File: src/rtl/prdec_grant.sv
// prdec_grant: turns a 4:2 priority-encoder code {A,B,Y} into a registered
// one-hot grant. Each grant is held until the requester releases it with
// DONE, or until HOLD_MAX cycles have passed (timeout). A mandatory
// one-cycle RELEASE gap separates back-to-back grants. GCNT counts issued
// grants and saturates instead of wrapping.
module prdec_grant #(
  parameter int HOLD_MAX = 15,  // maximum grant length in cycles, 2..255
  parameter int CNT_W    = 8    // width of the grant counter
) (
  input  logic             clk,
  input  logic             rst,
  input  logic             A,
  input  logic             B,
  input  logic             Y,
  input  logic             DONE,
  output logic             G0,
  output logic             G1,
  output logic             G2,
  output logic             G3,
  output logic             BUSY,
  output logic             TOUT,
  output logic [CNT_W-1:0] GCNT
);

  typedef enum logic [1:0] {
    IDLE    = 2'd0,
    GRANT   = 2'd1,
    RELEASE = 2'd2
  } state_t;

  // HOLD_MAX is at most 255, so an 8-bit hold counter always suffices.
  localparam logic [7:0]       HOLD_LAST = 8'(HOLD_MAX - 1);
  localparam logic [CNT_W-1:0] GCNT_MAX  = '1;

  state_t           state_reg, state_next;
  logic [3:0]       g_reg, g_next;
  logic             tout_reg, tout_next;
  logic [CNT_W-1:0] gcnt_reg, gcnt_next;
  logic [7:0]       hold_reg, hold_next;
  logic [3:0]       code_onehot;

  // Code decode: bit gi of the one-hot is selected by code 3-gi, so
  // {A,B}=11 -> G0, 10 -> G1, 01 -> G2, 00 -> G3.
  genvar gi;
  generate
    for (gi = 0; gi < 4; gi++) begin : g_decode
      localparam logic [1:0] CODE = 2'(3 - gi);
      assign code_onehot[gi] = ({A, B} == CODE);
    end
  endgenerate

  // Next-state and next-output logic for the IDLE/GRANT/RELEASE sequence.
  always_comb begin
    state_next = state_reg;
    g_next     = g_reg;
    tout_next  = 1'b0;
    gcnt_next  = gcnt_reg;
    hold_next  = hold_reg;
    case (state_reg)
      IDLE: begin
        g_next = 4'b0000;
        if (Y) begin
          state_next = GRANT;
          g_next     = code_onehot;
          hold_next  = 8'd0;
          if (gcnt_reg != GCNT_MAX) begin
            gcnt_next = gcnt_reg + 1'b1;
          end
        end
      end
      GRANT: begin
        // Code inputs are ignored here; only DONE or the timeout ends it.
        // DONE is tested first so that it wins over a coincident timeout.
        if (DONE) begin
          state_next = RELEASE;
          g_next     = 4'b0000;
        end else if (hold_reg == HOLD_LAST) begin
          state_next = RELEASE;
          g_next     = 4'b0000;
          tout_next  = 1'b1;
        end else begin
          hold_next = hold_reg + 8'd1;
        end
      end
      RELEASE: begin
        g_next     = 4'b0000;
        state_next = IDLE;
      end
      default: begin
        g_next     = 4'b0000;
        state_next = IDLE;
      end
    endcase
  end

  // State and output registers with synchronous reset taking priority.
  always_ff @(posedge clk) begin
    if (rst) begin
      state_reg <= IDLE;
      g_reg     <= 4'b0000;
      tout_reg  <= 1'b0;
      gcnt_reg  <= '0;
      hold_reg  <= 8'd0;
    end else begin
      state_reg <= state_next;
      g_reg     <= g_next;
      tout_reg  <= tout_next;
      gcnt_reg  <= gcnt_next;
      hold_reg  <= hold_next;
    end
  end

  assign G0   = g_reg[0];
  assign G1   = g_reg[1];
  assign G2   = g_reg[2];
  assign G3   = g_reg[3];
  assign BUSY = (state_reg != IDLE);
  assign TOUT = tout_reg;
  assign GCNT = gcnt_reg;

endmodule

File: config.mk
export PLATFORM = sky130hd
export DESIGN_NAME = prdec_grant
export DESIGN_NICKNAME = d
export VERILOG_FILES = /design/src/rtl/prdec_grant.sv
export SDC_FILE = /design/constraint.sdc
export NUM_CORES = 1
export LEC_CHECK = 0
export BUFFER_PORTS_ARGS = -buffer_cell sky130_fd_sc_hd__buf_4
export CORE_UTILIZATION = 57
export CTS_CLUSTER_SIZE = 10
export DETAILED_ROUTE_END_ITERATION = 7
export GPL_TIMING_DRIVEN = 0
export PLACE_DENSITY = 0.81
export SLEW_MARGIN = 20
export SYNTH_ARGS = -nofsm -noshare
export SYNTH_HDL_FRONTEND = slang
export SYNTH_SLANG_ARGS = --single-unit
File: constraint.sdc
create_clock -name clk -period 2.55 [get_ports clk]
set_input_delay 0.255 -clock clk [delete_from_list [all_inputs] [get_ports clk]]
set_output_delay 0.255 -clock clk [all_outputs]
set_load 0.01 [all_outputs]
==> out/qor.yml <==
finish:
  area.sequential_um2: 460
  area_growth_pct: 17.5
  final_util_pct: 73.9
  finish.net_count: 159
  multi_input_area_um2: 641
  layout-drive-gt1-share_pct: 20.1
  antenna_cells: 0
  finish.cell_count_without_fillers: 174
  final.fill_count: 142
job:
  drv_cap: 0
synth:
  synth.distinct_cells: 37
  postSynth.asyncResetShare_pct: 0
  synth_most_common_cell: "sky130_fd_sc_hd__dfxtp_1"
  synth_edf_count: 0
  synth-main-ff-cell: "sky130_fd_sc_hd__dfxtp_1"
  yosys_warnings: 0
  ys_seq_elements: 23
  synth_nets: 136
  yosysTopAreaCellShare_pct: 41.1
  yosysSeqAreaShare_pct: 41.1
  post_synth_most_frequent_cells: "sky130_fd_sc_hd__dfxtp_1, sky130_fd_sc_hd__nor2_1, sky130_fd_sc_hd__nand2_1, sky130_fd_sc_hd__nand3_1, sky130_fd_sc_hd__nor3_1"
  synthDominantAreaCellType: "sky130_fd_sc_hd__dfxtp_1"
  mean_area_per_synthesized_cell_um2: 8.83
  syn-instance-count: 127
  netlist_area_mm2: 0.00112
  synth.top_cells.by_area: "sky130_fd_sc_hd__dfxtp_1, sky130_fd_sc_hd__nor2_1, sky130_fd_sc_hd__mux2i_1"
placed_design:
  finalWeightedCongestion: 0.781
  detailedPlacementHpwl_mm: 1.76
  numPortBuffers: 18
  post-place-cells: 170
grt:
  grt_first_pass_wirelength_mm: 3.80
  first_global_vias: 873
  grt_use_met3_pct: 7.45
  maximum_number_of_pins_on_one_net_before_global_route_repair: 15
  gr-usage-met2_pct: 38.1
  busiest_layer: "met2"
  grtUsageTotal_pct: 25.0
  grt_antenna_before_repair: 0
  globalRouteOverflowTotal: 0
  global_route.usage.met1_pct: 33.2
timing:
  timing.clock.skew_ps: 8.42
  grt_setup_unrepaired: "false"
  period_share_pct: 66.7
  period_minus_slack_ps: 1700
  max_clock_freq_mhz: 588
  setup-violations-final: 0
  max_slew.worst_pin.slew_ps: 453
  setup_total_negative_slack_ps: 0
  slew-limit-headroom_pct: 69.7
  final-max-slew-violation-count: 0
  timing.final.hold_violations: 0
  hold_ws_ps: 157
setup_path:
  worstPathMaxFanout: 9
  worstSetupEndpointType: "flop"
  critical_path_arrival_ps: 1970
  cp_data_required_time_ps: 2820
  worst_setup_path_start_kind: "flop"
  timing_worst_setup_path_type: "reg2reg"
clock_tree:
  tritoncts: "done"
  clock_sinks: 23
  ctsLongestPathBuffers: 2
  cts_root_buffer: "sky130_fd_sc_hd__clkbuf_4"
  cts_buffers: 3
  post_cts_hold_buffer_count: 0
  clock_latency_ps: 320
  htree_num_levels: 1
  clk_pin_slew_ps: 130
  cts_setup_buffers: 0
  cts_repair_resize_count: 0
power:
  total_leakage_power_nw: 0.554
  sequential_cell_fraction_of_total_power_pct: 60.7
  power_density_mw_per_mm2: 470
  fin_total_pwr_mw: 0.619
  power.internal_mw: 0.460
  power_frac_comb_pct: 11.6
  net-switching-power_mw: 0.159
  vdd_drop_max_v: 0.000471
  power.share.clock_pct: 27.7
  power.switching_fraction_pct: 25.7
routing:
  antenna_left: 0
  drtIter0Drc: 41
  drt_drc_violations_left: 0
  route.vias.total: 1024
  drt_wl_total_mm: 2.35
  dr.pass1.iters: 4
  drt-vias-per-instance: 5.89
  drt-wirelength-per-cell_um: 13.5
floorplanning:
  design.die.area_mm2: 0.00215
  die_width_um: 46.4
  core_area_mm2: 0.00178
  boundaryPins: 20
  dieHeight_um: 46.4
  core.rowCount: 15
  floorplan.initialDensity_pct: 62.9
min_path:
  worstHoldPathType: "in2reg"
run_status:
  outcome: "finished, final reports clean"
-- stage by stage --
step	worst slack [ps]	cell area, um^2
2_1_floorplan	1040	1120
3_3_place_gp	873	1290
3_5_place_dp	843	1290
4_1_cts	842	1320
5_1_grt	759	1320
6_report	849	1320
-- power groups by stage --
stage          Sequential, mW  Clock [mW]  Combinational (mW)
2_1_floorplan           0.385           0              0.0424
3_3_place_gp            0.383           0              0.0693
3_5_place_dp            0.384           0              0.0718
4_1_cts                 0.376       0.177              0.0723
5_1_grt                 0.378       0.195              0.0793
6_report                0.376       0.171              0.0721
-- metal layers --
metal	routed length, um	part of all wire [%]	up-vias
li1	-	-	513
met4	38	1.6	0
met3	135	5.8	4
met5	0	0	-
met2	1090	46	32
met1	1080	46	475
-- layout make-up --
cell class / instances / share of cell area (%)
Multi-Input combinational cell: 99 / 48.6
Sequential cell: 23 / 34.9
Timing Repair Buffer: 18 / 10.3
Tap cell: 25 / 2.37
Clock buffer: 3 / 1.71
Buffer: 3 / 0.950
Clock inverter: 1 / 0.570
Inverter: 2 / 0.570
-- worst max-delay path, cell delays in order, from the launching register on --
cell	delay, ps
sky130_fd_sc_hd__dfxtp_1	400
sky130_fd_sc_hd__nor4_2	440
sky130_fd_sc_hd__a31oi_4	210
sky130_fd_sc_hd__nor3_2	420
sky130_fd_sc_hd__a211o_1	190
-- path summary, 6_finish.rpt --
path / from / end / slack (ps) / cells past startpoint
setup / recovery: hold_reg[4] / hold_reg[5] / 850 / 4
hold reg to reg: g_reg[2] / g_reg[2] / 510 / 2
hold / removal: DONE / state_reg[1] / 160 / 2
setup reg to reg: hold_reg[4] / hold_reg[5] / 850 / 4
-- kinds of logic after synthesis --
kind of cell	count (synthesis)	synth area share, %
mux	5	4.46
fa+ha+maj	3	3.35
simple gates	67	32.8
buf+inv	5	1.79
flops	23	41.1
xor+xnor	1	0.781
compound gates	23	15.7
-- layout by cell type, fill, tap and decap left out, types with 2 or more instances in the layout --
master / count
sky130_fd_sc_hd__a21o_1: 2
sky130_fd_sc_hd__a21oi_1: 4
sky130_fd_sc_hd__a31oi_1: 2
sky130_fd_sc_hd__and3_1: 4
sky130_fd_sc_hd__buf_4: 18
sky130_fd_sc_hd__clkbuf_1: 2
sky130_fd_sc_hd__clkbuf_4: 3
sky130_fd_sc_hd__dfxtp_1: 23
sky130_fd_sc_hd__ha_1: 3
sky130_fd_sc_hd__inv_1: 2
sky130_fd_sc_hd__mux2i_1: 5
sky130_fd_sc_hd__nand2_1: 10
sky130_fd_sc_hd__nand2b_1: 3
sky130_fd_sc_hd__nand3_1: 7
sky130_fd_sc_hd__nand4_1: 6
sky130_fd_sc_hd__nor2_1: 17
sky130_fd_sc_hd__nor3_1: 7
sky130_fd_sc_hd__nor3b_2: 2
sky130_fd_sc_hd__nor4_1: 2
sky130_fd_sc_hd__o21a_1: 3
sky130_fd_sc_hd__o21ai_0: 2
sky130_fd_sc_hd__o22a_1: 3
sky130_fd_sc_hd__o31ai_1: 2
No activity file was read; power rests on OpenSTA's default activity.
